$ cat src/rtl/serial_subtractor.sv
`default_nettype none
// ============================================================================
// Module   : serial_subtractor
// Purpose  : Bit-serial WIDTH-bit subtractor, diff = a - b - bin, LSB first,
//            one bit per clock. A single full-subtractor cell feeds a
//            registered borrow loop. Operands are captured when a start
//            request is accepted in IDLE.
// Ports    : clk    - clock, all state changes on the rising edge
//            rst    - synchronous active-high reset
//            start  - request, sampled only in IDLE
//            a, b   - minuend / subtrahend (WIDTH bits), captured on start
//            bin    - initial borrow-in, captured on start
//            busy   - high while in SHIFT or DONE
//            done   - single-cycle completion pulse
//            diff   - last completed result (WIDTH bits)
//            borrow - last completed borrow-out
//            ovf    - signed overflow flag (only with SERIAL_SUB_OVF_EN)
// Options  : `define SERIAL_SUB_OVF_EN adds the ovf output and its logic.
// Revision : 1.0 - initial release
// ============================================================================
module serial_subtractor #(
    parameter int WIDTH = 8
) (
    input  logic             clk,
    input  logic             rst,
    input  logic             start,
    input  logic [WIDTH-1:0] a,
    input  logic [WIDTH-1:0] b,
    input  logic             bin,
    output logic             busy,
    output logic             done,
    output logic [WIDTH-1:0] diff,
    output logic             borrow
`ifdef SERIAL_SUB_OVF_EN
    ,
    output logic             ovf
`endif
);

    // Counter holds 0..WIDTH, so it never wraps within an operation.
    localparam int                c_CNT_W  = $clog2(WIDTH + 1);
    localparam logic [c_CNT_W-1:0] c_LAST  = c_CNT_W'(WIDTH - 1);
    localparam logic [c_CNT_W-1:0] c_ONE   = c_CNT_W'(1);

    localparam logic [1:0] S_IDLE  = 2'd0;
    localparam logic [1:0] S_SHIFT = 2'd1;
    localparam logic [1:0] S_DONE  = 2'd2;

    logic [1:0]         r_state;
    logic [1:0]         w_state_nxt;
    logic [WIDTH-1:0]   r_a_sh;
    logic [WIDTH-1:0]   r_b_sh;
    logic [WIDTH-1:0]   r_res;
    logic [WIDTH-1:0]   r_diff;
    logic [c_CNT_W-1:0] r_cnt;
    logic               r_brw;
    logic               r_borrow;
    logic               r_done;

    logic               w_d;
    logic               w_bo;
    logic               w_last;
    logic [WIDTH-1:0]   w_res_nxt;

    // Full-subtractor cell on the current LSBs and the looped borrow.
    assign w_d    = r_a_sh[0] ^ r_b_sh[0] ^ r_brw;
    assign w_bo   = (~r_a_sh[0] & r_b_sh[0]) | (~(r_a_sh[0] ^ r_b_sh[0]) & r_brw);
    assign w_last = (r_cnt == c_LAST);

    // Result register shifts right with the new bit entering at the MSB;
    // a one-bit result has nothing to shift, so it takes the bit directly.
    generate
        if (WIDTH == 1) begin : g_res_w1
            assign w_res_nxt = w_d;
        end else begin : g_res_wn
            assign w_res_nxt = {w_d, r_res[WIDTH-1:1]};
        end
    endgenerate

    always_ff @(posedge clk) begin
        if (rst) begin
            r_state <= S_IDLE;
        end else begin
            r_state <= w_state_nxt;
        end
    end

    always_comb begin
        w_state_nxt = r_state;
        case (r_state)
            S_IDLE:  if (start) w_state_nxt = S_SHIFT;
            S_SHIFT: if (w_last) w_state_nxt = S_DONE;
            S_DONE:  w_state_nxt = S_IDLE;
            default: w_state_nxt = S_IDLE;
        endcase
    end

    always_ff @(posedge clk) begin
        if (rst) begin
            r_a_sh   <= '0;
            r_b_sh   <= '0;
            r_res    <= '0;
            r_diff   <= '0;
            r_cnt    <= '0;
            r_brw    <= 1'b0;
            r_borrow <= 1'b0;
            r_done   <= 1'b0;
        end else begin
            // done is high only for the DONE cycle that follows completion.
            r_done <= (r_state == S_SHIFT) && w_last;
            case (r_state)
                S_IDLE: begin
                    if (start) begin
                        r_a_sh <= a;
                        r_b_sh <= b;
                        r_brw  <= bin;
                        r_cnt  <= '0;
                    end
                end
                S_SHIFT: begin
                    r_a_sh <= r_a_sh >> 1;
                    r_b_sh <= r_b_sh >> 1;
                    r_brw  <= w_bo;
                    r_res  <= w_res_nxt;
                    r_cnt  <= r_cnt + c_ONE;
                    // Visible outputs change only when the whole word is ready.
                    if (w_last) begin
                        r_diff   <= w_res_nxt;
                        r_borrow <= w_bo;
                    end
                end
                default: ;
            endcase
        end
    end

`ifdef SERIAL_SUB_OVF_EN
    // Operand sign bits are shifted out of the shift registers, so keep them.
    logic r_a_msb;
    logic r_b_msb;
    logic r_ovf;

    always_ff @(posedge clk) begin
        if (rst) begin
            r_a_msb <= 1'b0;
            r_b_msb <= 1'b0;
            r_ovf   <= 1'b0;
        end else begin
            if ((r_state == S_IDLE) && start) begin
                r_a_msb <= a[WIDTH-1];
                r_b_msb <= b[WIDTH-1];
            end
            // On the last shift the cell output is the result sign bit.
            if ((r_state == S_SHIFT) && w_last) begin
                r_ovf <= (r_a_msb != r_b_msb) && (w_d != r_a_msb);
            end
        end
    end

    assign ovf = r_ovf;
`endif

    assign busy   = (r_state == S_SHIFT) || (r_state == S_DONE);
    assign done   = r_done;
    assign diff   = r_diff;
    assign borrow = r_borrow;

endmodule
`default_nettype wire

$ cat config.mk
export PLATFORM = sky130hd
export DESIGN_NAME = serial_subtractor
export DESIGN_NICKNAME = d
export VERILOG_FILES = /design/src/rtl/serial_subtractor.sv
export SDC_FILE = /design/constraint.sdc
export NUM_CORES = 1
export LEC_CHECK = 0
export ABC_AREA = 1
export BUFFER_PORTS_ARGS = -buffer_cell sky130_fd_sc_hd__buf_2
export CAP_MARGIN = 40
export CORE_MARGIN = 5
export CORE_UTILIZATION = 30
export DETAILED_ROUTE_END_ITERATION = 6
export GPL_ROUTABILITY_DRIVEN = 0
export PLACE_DENSITY = 0.56
export SETUP_SLACK_MARGIN = 0.1
export SLEW_MARGIN = 5
export SYNTH_ARGS = -nofsm -noshare
export SYNTH_HDL_FRONTEND = slang
export SYNTH_SLANG_ARGS = --single-unit
$ cat constraint.sdc
create_clock -name clk -period 3.9 [get_ports clk]
set_input_delay 0.78 -clock clk [delete_from_list [all_inputs] [get_ports clk]]
set_output_delay 0.78 -clock clk [all_outputs]
set_load 0.01 [all_outputs]
; Word-level counts from Yosys, hierarchy flattened
; Cells that the tools add are included.
[op_classes]
n_addsub = 1
eq_ne = 5
muxes = 11
n_bitwise = 7
n_reduce_logical = 7
[ops]
columns = op, n
row1 = 8-bit one-hot mux with 2 select lines, 2
row2 = 8-bit two-way mux, 2
row3 = 4-bit one-hot mux with 2 select lines, 1
row4 = 2-bit AND reduction, 3
row5 = 4-bit by 1-bit adder with 4-bit output (second input constant), 1
row6 = 4-bit by 3-bit equality test with 1-bit output (second input constant), 1
row7 = 2-bit two-way mux, 2
row8 = 4-bit two-way mux, 1
row9 = 2-bit != test (second input constant), 2
row10 = 2-bit one-hot mux with 2 select lines, 1
row11 = 1-bit bitwise AND, 2
row12 = 2-bit by 1-bit equality test with 1-bit output (second input constant), 1
row13 = 2-bit equality test (second input constant), 1
row14 = 2-bit logical NOT, 1
row15 = 1-bit inverter, 2
row16 = 1-bit one-hot mux with 2 select lines, 1
row17 = 2-bit nonzero test, 1
row18 = 1-bit bitwise XOR, 2
row19 = 1-bit logical AND, 1
row20 = 1-bit logical OR, 1
row21 = 1-bit two-way mux, 1
row22 = 1-bit OR, 1
[totals]
reg_bits = 41
input_bits = 20
output_inout_bits = 11
wordCells = 40

; Depth between registers and ports, before layout
[logic_depth]
word_depth = 5
mapped_depth = 9
ltp_nobuf = 8

; Least setup slack after synthesis
; No wires, ideal clock.
[synth_path]
path_kind = flip-flop to output port
start = register r_state[0]
end = output port busy
arrival_ns = 0.686
t_required_ns = 3.120
path_slack_ns = 2.434
path_stages_with_launch = 3
n_path_buf = 0
path_cell_list = dfxtp_1 inv_1 ha_1
[synth_via]
elab_chain_cells = 2
[synth_lines]
columns = element, line
row1 = "start, declared", 49  ; logic [1:0] r_state;
row2 = "start signal, assigned", 84  ; r_state <= w_state_nxt;
row3 = 2-bit by 1-bit equality test with 1-bit output / 2-bit equality test (equally long branches), 163  ; assign busy = (r_state == S_SHIFT) || (r_state == S_DONE);
row4 = 1-bit logical OR (*), 163
row5 = "end, declared", 30  ; output logic busy,
; Mark *: on every way between the ends. The rest lies on a longest branch, timed or not.

; Final worst setup path
; Ends and elaborated chain as after synthesis.

==> flow_metrics.py <==
metrics = {
    "global_routing": {
        "antenna_found_initial": 0,
        "grtUsageTotal_pct": 11.2,
        "grt_pass1_wl_um": 6710,
        "grt_pass1_vias": 1448,
        "grt.overflow.total": 0,
        "grt_start_max_net_pins": 34,
    },
    "floorplanning": {
        "die_h_um": 86.8,
        "ioPinCount": 31,
        "rows": 28,
        "initial_utilization_pct": 30.4,
        "core-area_um2": 5820,
        "die_w_um": 86.8,
        "dieArea_um2": 7530,
    },
    "sta": {
        "relSlewSlack_pct": 66.4,
        "tightestPinTransition_ns": 0.504,
        "rsz0062_at_grt": "false",
        "slew_violations": 0,
        "min_period_ns": 1.90,
        "fin_worst_skew_ns": 0.00692,
        "setup-tns-final_ns": 0,
        "hold_ws_ns": 0.474,
        "finalHoldViolCount": 0,
        "post-route-period-util_pct": 48.7,
        "setup_viol": 0,
        "fmax_mhz": 526,
    },
    "synthesis": {
        "synth.avg_cell_area_um2": 7.40,
        "ys_seq_area_share_pct": 45.3,
        "synth.most_common_cell": "nand2_1",
        "ys_types": 21,
        "synth_area_um2": 1770,
        "synth_compound_area_share_pct": 12.9,
        "yosys.area_share.adder_pct": 3.25,
        "yosys_warnings": 0,
        "synth.top_cell.area_share_pct": 45.3,
        "ys.flop_type": "dfxtp_1",
        "synth-simple-area-share_pct": 28.9,
        "async_flop_share_pct": 0,
        "synth_commonest_cells": "63 x nand2_1, 40 x dfxtp_1, 35 x nor2_1",
        "yosysTopAreaCell": "dfxtp_1",
        "synth_cells": 239,
        "yosys-top-cells-area": "dfxtp_1 45%, nand2_1 13%, nor2_1 7.4%",
        "ys_seq_elements": 40,
        "synth-xor-area-share_pct": 0,
        "synth_mux_area_share_pct": 0,
        "synth_edf_count": 0,
        "synth_fp_nets": 263,
        "synth_top_family_by_area": "simple AND/OR/NAND/NOR gates",
    },
    "routing": {
        "wirelength_um": 3890,
        "drc_errors": 0,
        "firstDrtPassIters": 4,
        "first_iter_violations": 118,
        "ant_nets": 0,
        "vias": 1510,
        "routedWlPerCell_um": 11.4,
        "vias_per_cell": 4.43,
    },
    "setup_path": {
        "startpoint_type": "flop",
        "path_buf_inv": 2,
        "slowest_delay_ns": 0.36,
        "cp.required_ns": 3.12,
        "path_cells": "inv_1 > ha_1 > buf_2",
        "cp-end-kind": "output port",
        "crit_family": "flip-flops",
        "regToRegSetupSlack_ns": 2.28,
        "path_max_fanout": 3,
        "critPathKind": "reg -> out",
        "slowest_stage": "dfxtp_1",
        "worstPathArrival_ns": 1.12,
    },
    "clock_network": {
        "h-tree-depth": 2,
        "cts.sinks": 40,
        "clock_latency_ns": 0.29,
        "cts-root-buf": "clkbuf_8",
        "cts_tree": "built",
        "hold_buffers": 0,
        "clk_path_buf_depth": 2,
        "clkTransAtPathRegs_ns": 0.08,
        "cts_resized": 0,
        "post_cts_buffers": 0,
        "cts_made_buffers": 5,
    },
    "power": {
        "seqPwrFrac_pct": 41.5,
        "total_power_mw": 1.13,
        "powerDensity_nw_per_um2": 546,
        "p_sw_share_pct": 26.4,
        "pwr-share-comb_pct": 17.2,
        "p_leak_nw": 0.940,
        "switching_power_uw": 299,
        "peakVddDrop_uv": 384,
        "clockPowerShare_pct": 41.3,
        "intPower_uw": 835,
    },
    "finish": {
        "drive_gt1_share_pct": 18.8,
        "register_area_um2": 801,
        "nNetsFinal": 289,
        "multi_input_area_um2": 796,
        "diodes": 0,
        "area_delta_synth_final_pct": 17.4,
        "n_fill_cell": 665,
    },
    "place": {
        "place_hpwl_um": 2640,
        "numPortBuffers": 30,
    },
    "outcome": {
        "status": "completed",
    },
    "min_path": {
        "hold_path_class": "reg -> reg",
    },
    "job": {
        "cap_violations": 0,
    },
}
==> cells in the final DEF, fill, tap and decap left out <==
cell	instances
nand2_1	63
dfxtp_1	40
nor2_1	35
buf_2	30
o21ai_0	21
nand3_1	17
inv_1	14
a21oi_1	14
o21ai_1	8
clkbuf_8	5
inv_2	3
ha_1	3
bufinv_16	3
nand2_2	2
nor2_2	2
nand2_4	1
inv_4	1
nand4_4	1
a211oi_2	1
fa_1	1
buf_4	1
==> stage by stage <==
stage	utilization [%]	area [um2]	setup WS [ns]	cells
2_1_floorplan	-	1770	2.43	239
3_3_place_gp	33.0	1920	2.14	333
3_5_place_dp	33.0	1920	2.12	333
4_1_cts	35.7	2080	1.98	341
5_1_grt	35.7	2080	1.91	341
6_report	35.7	2080	2.00	341
==> state kept, by name, summed over array words and instances (netlist names) <==
name     cells
borrow       1
diff         8
done         1
r_a_sh       8
r_b_sh       8
r_brw        1
r_cnt        4
r_res        7
r_state      2
==> kinds of logic after synthesis <==
group,after synthesis
buf+inv,30
simple gates,121
fa+ha+maj,4
flops,40
compound gates,44
==> routing by layer <==
layer / up-vias / track usage [%] / share of wire [%]
li1: 808 / - / -
met1: 673 / 14.0 / 48
met2: 23 / 18.4 / 47
met3: 6 / 3.23 / 3.9
met4: 0 / 3.82 / 1.5
met5: - / 0 / 0
==> path summary, 6_finish.rpt <==
check,end,from,depth (start not counted)
max,busy,r_state[0],3
min,diff[7],diff[7],2
max reg2reg,r_b_sh[7],r_state[1],8
min reg2reg,diff[7],diff[7],2
==> worst register-to-register path: stages (launching register included) <==
cell and delay, ns:
dfxtp_1 0.34, inv_1 0.06, ha_1 0.20, buf_4 0.22
nand2_2 0.12, nand2_4 0.15, inv_4 0.23, nand2_1 0.08
a21oi_1 0.16
==> power by group through the flow <==
stage	Sequential, mW	Clock [mW]	Combinational (mW)
after detailed placement	0.480	0	0.199
after CTS	0.471	0.480	0.201
after global routing	0.477	0.497	0.230
after floorplan	0.475	0	0.175
final	0.471	0.468	0.195
after global placement	0.479	0	0.197
==> cell type report <==
type / instances / area share [%]
clock inverters: 3 / 4.34
multi-input cells: 169 / 38.3
repair buffers: 31 / 7.59
inverters: 18 / 3.37
clock buffers: 5 / 3.31
well taps: 75 / 4.52
flip-flops and latches: 40 / 38.6
Note: power is estimated with default switching activity, not from simulation.
